### config.mk
export PLATFORM = sky130hd
export DESIGN_NAME = exmem_stage
export DESIGN_NICKNAME = d
export VERILOG_FILES = /design/src/rtl/mipspkg.sv /design/src/rtl/exmem_fifo2.sv /design/src/rtl/exmem_stage.sv
export SDC_FILE = /design/constraint.sdc
export NUM_CORES = 1
export LEC_CHECK = 0
export CAP_MARGIN = 5
export CORE_MARGIN = 1.5
export CORE_UTILIZATION = 52
export CTS_CLUSTER_SIZE = 30
export DETAILED_ROUTE_END_ITERATION = 8
export PLACE_DENSITY = 0.83
export REMOVE_ABC_BUFFERS = 1
export SLEW_MARGIN = 10
export SYNTH_ARGS = -nofsm -noshare
export SYNTH_HDL_FRONTEND = slang
export SYNTH_SLANG_ARGS = --single-unit
### constraint.sdc
create_clock -name clk -period 12.3 [get_ports clk]
set_input_delay 2.46 -clock clk [delete_from_list [all_inputs] [get_ports clk]]
set_output_delay 2.46 -clock clk [all_outputs]
set_load 0.02 [all_outputs]
### src/rtl/mipspkg.sv
// mipspkg: shared MIPS pipeline definitions.
// Holds the datapath width, the register-address width and the packed
// execute-to-memory entry that is carried through the EX/MEM buffer.
package mipspkg;

  localparam int DATAWIDTH    = 32;
  localparam int REGADDRWIDTH = 5;

  typedef struct packed {
    logic [DATAWIDTH-1:0]    result;
    logic [DATAWIDTH-1:0]    writedata;
    logic [REGADDRWIDTH-1:0] writereg;
    logic                    regwrite;
    logic                    memread;
    logic                    memwrite;
    logic [DATAWIDTH-1:0]    pc;
  } exmem_entry_t;

endpackage

### src/rtl/exmem_fifo2.sv
// exmem_fifo2: two-entry FIFO of exmem_entry_t.
// Ports:
//   clk, reset_n        clock, synchronous active-low reset (control only)
//   push_i / wdata_i    write wdata_i at the tail when not full
//   pop_i               advance the head when not empty
//   clear_i             drop all entries; overrides push and pop
//   rdata_o             head entry (unqualified; caller gates with empty_o)
//   full_o, empty_o     occupancy flags, purely registered
module exmem_fifo2
  import mipspkg::*;
#(
  parameter int DEPTH = 2
) (
  input  logic         clk,
  input  logic         reset_n,
  input  logic         push_i,
  input  logic         pop_i,
  input  logic         clear_i,
  input  exmem_entry_t wdata_i,
  output exmem_entry_t rdata_o,
  output logic         full_o,
  output logic         empty_o
);

  localparam logic [1:0] FULL_CNT = 2'(DEPTH);

  exmem_entry_t mem_q [2];
  logic         head_q, head_d;
  logic         tail_q, tail_d;
  logic [1:0]   count_q, count_d;
  logic         push_ok, pop_ok;

  assign full_o  = (count_q == FULL_CNT);
  assign empty_o = (count_q == 2'd0);
  assign push_ok = push_i && !full_o;
  assign pop_ok  = pop_i && !empty_o;
  assign rdata_o = mem_q[head_q];

  always_comb begin
    head_d  = head_q;
    tail_d  = tail_q;
    count_d = count_q;
    if (clear_i) begin
      head_d  = 1'b0;
      tail_d  = 1'b0;
      count_d = 2'd0;
    end else begin
      if (push_ok) tail_d = ~tail_q;
      if (pop_ok)  head_d = ~head_q;
      case ({push_ok, pop_ok})
        2'b10:   count_d = count_q + 2'd1;
        2'b01:   count_d = count_q - 2'd1;
        default: count_d = count_q;
      endcase
    end
  end

  // Stage boundary: occupancy/pointer registers
  always_ff @(posedge clk) begin
    if (!reset_n) begin
      head_q  <= 1'b0;
      tail_q  <= 1'b0;
      count_q <= 2'd0;
    end else begin
      head_q  <= head_d;
      tail_q  <= tail_d;
      count_q <= count_d;
    end
  end

  // Stage boundary: entry storage (not reset; validity comes from count_q)
  always_ff @(posedge clk) begin
    if (push_ok && !clear_i) mem_q[tail_q] <= wdata_i;
  end

endmodule

### src/rtl/exmem_stage.sv
// exmem_stage: execute-to-memory buffer with trapping-overflow detection.
// Ports:
//   clk, reset_n                 clock, synchronous active-low reset
//   ex_valid / ex_ready          execute-side handshake; ex_ready is registered-only
//   ex_result, ex_overflow, ex_trap_en, ex_writedata, ex_writereg,
//   ex_regwrite, ex_memread, ex_memwrite, ex_pc   incoming instruction
//   mem_valid / mem_ready        memory-side handshake for the head entry
//   mem_result ... mem_pc        head-entry fields, zero when mem_valid = 0
//   flush                        discard all buffered entries
//   exc_pending, exc_epc, exc_ack  overflow-exception capture and clear
// Only DATAWIDTH = mipspkg::DATAWIDTH and DEPTH = 2 are supported.
module exmem_stage
  import mipspkg::*;
#(
  parameter int DATAWIDTH = mipspkg::DATAWIDTH,
  parameter int DEPTH     = 2
) (
  input  logic                 clk,
  input  logic                 reset_n,
  input  logic                 ex_valid,
  output logic                 ex_ready,
  input  logic [DATAWIDTH-1:0] ex_result,
  input  logic                 ex_overflow,
  input  logic                 ex_trap_en,
  input  logic [DATAWIDTH-1:0] ex_writedata,
  input  logic [4:0]           ex_writereg,
  input  logic                 ex_regwrite,
  input  logic                 ex_memread,
  input  logic                 ex_memwrite,
  input  logic [DATAWIDTH-1:0] ex_pc,
  output logic                 mem_valid,
  input  logic                 mem_ready,
  output logic [DATAWIDTH-1:0] mem_result,
  output logic [DATAWIDTH-1:0] mem_writedata,
  output logic [4:0]           mem_writereg,
  output logic                 mem_regwrite,
  output logic                 mem_memread,
  output logic                 mem_memwrite,
  output logic [DATAWIDTH-1:0] mem_pc,
  input  logic                 flush,
  output logic                 exc_pending,
  output logic [DATAWIDTH-1:0] exc_epc,
  input  logic                 exc_ack
);

  exmem_entry_t         wr_entry, head_entry, out_entry;
  logic                 fifo_full, fifo_empty;
  logic                 accept, trap, push, pop;
  logic                 exc_pending_q, exc_pending_d;
  logic [DATAWIDTH-1:0] exc_epc_q, exc_epc_d;

  // Ready comes from the FIFO count only, so mem_ready never reaches ex_ready.
  assign ex_ready  = reset_n && !fifo_full;
  assign mem_valid = reset_n && !fifo_empty;

  assign accept = ex_valid && ex_ready;
  assign trap   = accept && ex_overflow && ex_trap_en;
  // While an exception is pending, younger instructions are squashed.
  assign push   = accept && !trap && !exc_pending_q;
  assign pop    = mem_valid && mem_ready;

  assign wr_entry = '{result:    ex_result,
                      writedata: ex_writedata,
                      writereg:  ex_writereg,
                      regwrite:  ex_regwrite,
                      memread:   ex_memread,
                      memwrite:  ex_memwrite,
                      pc:        ex_pc};

  exmem_fifo2 #(
    .DEPTH(DEPTH)
  ) u_fifo (
    .clk     (clk),
    .reset_n (reset_n),
    .push_i  (push),
    .pop_i   (pop),
    .clear_i (flush),
    .wdata_i (wr_entry),
    .rdata_o (head_entry),
    .full_o  (fifo_full),
    .empty_o (fifo_empty)
  );

  assign out_entry     = mem_valid ? head_entry : '0;
  assign mem_result    = out_entry.result;
  assign mem_writedata = out_entry.writedata;
  assign mem_writereg  = out_entry.writereg;
  assign mem_regwrite  = out_entry.regwrite;
  assign mem_memread   = out_entry.memread;
  assign mem_memwrite  = out_entry.memwrite;
  assign mem_pc        = out_entry.pc;

  // The first fault's PC is kept until acknowledged; a trap arriving with the
  // ack replaces it, since the ack retires the old one in the same edge.
  always_comb begin
    exc_pending_d = exc_pending_q;
    exc_epc_d     = exc_epc_q;
    if (trap) begin
      exc_pending_d = 1'b1;
      if (!exc_pending_q || exc_ack) exc_epc_d = ex_pc;
    end else if (exc_ack) begin
      exc_pending_d = 1'b0;
    end
  end

  // Stage boundary: exception capture registers
  always_ff @(posedge clk) begin
    if (!reset_n) begin
      exc_pending_q <= 1'b0;
      exc_epc_q     <= '0;
    end else begin
      exc_pending_q <= exc_pending_d;
      exc_epc_q     <= exc_epc_d;
    end
  end

  assign exc_pending = exc_pending_q;
  assign exc_epc     = exc_epc_q;

endmodule

==> impl_metrics.py <==
metrics = {
    "place": {
        "port_buffers": 250,
        "placed_cells": 1062,
        "dp_slack_ns": 5.09,
        "dp_hpwl_mm": 13.2,
        "gp_congestion": 0.797,
    },
    "logic_synthesis": {
        "syn_area_um2": 9400,
        "yosys_register_bits": 246,
        "synthFlopType": "edfxtp_1",
        "syn_inst": 612,
        "synth_enable_flop_cells": 208,
        "yosys.area_share.simple_pct": 6.64,
        "synth_top_family_by_area": "multiplexers",
        "seq_area_frac_synth_pct": 74.5,
        "synthMuxAreaShare_pct": 14.5,
        "synth_xor_area_share_pct": 0.279,
        "syn_avg_cell_area_um2": 15.4,
        "async_flop_share_pct": 0,
        "synth_compound_area_share_pct": 0.506,
        "ys_types": 26,
        "yosysWarnings": 0,
        "synthAdderAreaFrac_pct": 0.133,
    },
    "power": {
        "p_sw_uw": 350,
        "ir_drop_mv": 0.0961,
        "switching_share_pct": 19.9,
        "power.total_uw": 1760,
        "combPwrFrac_pct": 5.9,
        "seq_power_share_pct": 52.7,
        "p_leak_uw": 0.00445,
        "clkPwrFrac_pct": 41.3,
        "p_per_area_nw_per_um2": 136,
        "power.internal_uw": 1410,
    },
    "grt": {
        "grt_max_degree": 106,
        "grt_pass1_vias": 5770,
        "globalRoute.totalOverflow": 0,
        "track_usage_pct": 21.2,
        "grt_pass1_wl_mm": 30.5,
        "antenna_found_initial": 0,
    },
    "die": {
        "rows": 48,
        "core_um2": 17500,
        "fp.dieH_um": 137,
        "die_x_um": 137,
        "die_area_um2": 18900,
        "ios": 251,
        "initial_utilization_pct": 53.8,
    },
    "clocking": {
        "h-tree-depth": 1,
        "ctsHoldBuffers": 0,
        "numCtsBuffers": 24,
        "clock_sinks": 246,
        "clk_pin_slew_ns": 0.06,
        "cts_buffer_depth": 3,
        "root_buffer": "clkbuf_16",
        "post-cts-setup-buffer-count": 0,
        "clock_latency_ns": 0.51,
        "ctsResizeCount": 0,
        "cts_tree": "built",
    },
    "worst_setup_path": {
        "cp-start-kind": "primary input",
        "critPathMaxStageDelay_ns": 0.81,
        "cp.required_ns": 9.84,
        "critPathArrivalTime_ns": 4.82,
        "cp_max_fo": 105,
        "timing.critical_path.buf_inv": 3,
        "worstSetupEndpointType": "output port",
        "critPathTopFamily": "buffers and inverters",
        "critical_path_class": "primary input to output port",
        "path_cells": "clkdlybuf4s50_1 -> o21ai_4 -> buf_4 -> nor2_1 -> clkdlybuf4s50_1",
        "crit_path_top_delay_cell": "buf_4",
        "cpMostUsedCell": "clkdlybuf4s50_1",
    },
    "drt": {
        "finalWirelength_mm": 20.1,
        "drt.antenna.violating_nets": 0,
        "vias": 5674,
        "drt_drc_violations_left": 0,
        "drt_iter0_drc": 374,
        "post_drt_via_cell_ratio": 5.13,
        "drt_pass1_iterations": 5,
        "avgRoutedWirePerCell_um": 18.2,
    },
    "timing": {
        "final.setup.worst_slack_ns": 5.02,
        "min_period_ns": 7.28,
        "finalCritPeriodShare_pct": 59.2,
        "worst_slew_pin_slew_ns": 1.19,
        "skew_ns": 0.0119,
        "slew_headroom_pct": 20.5,
        "grt_setup_unrepaired": "false",
        "hold_viol_final": 0,
        "max_freq_ghz": 0.137,
        "fin_tns_setup_ns": 0,
        "drv_slew": 0,
        "setup_viol": 0,
    },
    "run": {
        "max-cap-violations": 0,
    },
    "layout": {
        "drive_gt1_share_pct": 5.79,
        "syn2layout_area_growth_pct": 36.9,
        "antenna_cells": 0,
        "finalNonFillerCells": 1106,
        "layout.nets": 976,
        "fill_cells": 1078,
    },
    "hold_path": {
        "hp-class": "flop to flop",
    },
    "run_status": {
        "outcome": "finished, final reports clean",
    },
}
## cell type report
class / instances / area, µm² / share of cell area, %
sequential: 246 / 7010 / 54.5
clock buffer: 32 / 714 / 5.55
clock inverter: 12 / 92.6 / 0.719
tap: 225 / 282 / 2.19
inverter: 35 / 131 / 1.02
multi-input combinational: 300 / 2090 / 16.3
timing repair buffer: 256 / 2550 / 19.8
## Yosys cell counts (3+ instances only)
| library cell | instances | area [µm²] |
|---|---|---|
| and2_1 | 3 | 18.8 |
| edfxtp_1 | 208 | 6250 |
| buf_2 | 8 | 40.0 |
| nor2_1 | 110 | 413 |
| dfxtp_1 | 38 | 761 |
| clkbuf_1 | 8 | 30.0 |
| inv_1 | 35 | 131 |
| mux2i_1 | 136 | 1360 |
| nand2_1 | 32 | 120 |
| buf_6 | 3 | 33.8 |
| buf_4 | 12 | 90.1 |
## worst register-to-register path: stages, from the launching register on
cell	delay [ns]
dfxtp_1	0.54
nand2b_4	0.25
nand4b_1	0.26
nor2_4	0.81
buf_4	0.85
## per-stage QoR
stage | hold WS [ns] | util, % | instance area, µm²
after global routing | 0.484 | 73.7 | 12900
after detailed placement | 0.456 | 69.0 | 12100
after global placement | 0.447 | 69.0 | 12100
after CTS | 0.468 | 73.7 | 12900
after floorplan | 0.437 | - | 9210
final | 0.462 | 73.7 | 12900
## cell usage in the layout (no fill, tap or decap), drive strengths merged, types with 2 or more instances in the layout
master	count
mux2i	136
nand2	32
clkinvlp	2
clkbuf	32
clkdlybuf4s50	250
clkinv	8
edfxtp	208
and2	3
a21oi	2
nand2b	3
o21ai	2
dfxtp	38
nand3	2
buf	6
inv	36
nor2	110
xor2	2
## cell families (layout without fill, tap and decap cells)
group,count (synthesis),count (layout)
DFF,246,246
and+or+nand+nor,153,153
muxes,136,136
buffers and inverters,66,335
AOI/OAI and AO/OA,7,7
xor gates and xnor gates,3,3
adders and majority gates,1,1
## power by group through the flow
stage               Combinational, µW  Sequential (µW)  Clock (µW)
detailed placement                104              944           0
finish                            104              926         726
global placement                  100              943           0
floorplan                        29.9              950           0
global route                      112              927         770
CTS                               105              926         738
## layer usage
layer / part of all wire [%] / wire length [µm] / global-route usage (%)
met1: 39 / 7870 / 27.0
met2: 50 / 10100 / 36.7
met3: 9.3 / 1880 / 5.30
met4: 1.6 / 324 / 4.91
met5: 0 / 0 / 0
## flip-flops by register name, summed over array words and instances (netlist names), named ones only
name,cells
u_fifo.head_q,1
u_fifo.mem_q,208
exc_pending,1
u_fifo.tail_q,1
exc_epc,32
u_fifo.count_q,2
## worst paths after layout
kind	endpoint	from	slack [ns]	depth (start not counted)
setup / recovery	mem_writedata[24]	reset_n	5.02	5
hold reg to reg	exc_epc[21]$_SDFFE_PN0P_	exc_epc[21]$_SDFFE_PN0P_	0.46	2
setup reg to reg	u_fifo.mem_q[0][76]$_DFFE_PP_	u_fifo.count_q[0]$_SDFFE_PP0P_	9.11	4
hold / removal	exc_epc[21]$_SDFFE_PN0P_	exc_epc[21]$_SDFFE_PN0P_	0.46	2
Note: power is estimated with default switching activity, not from simulation.
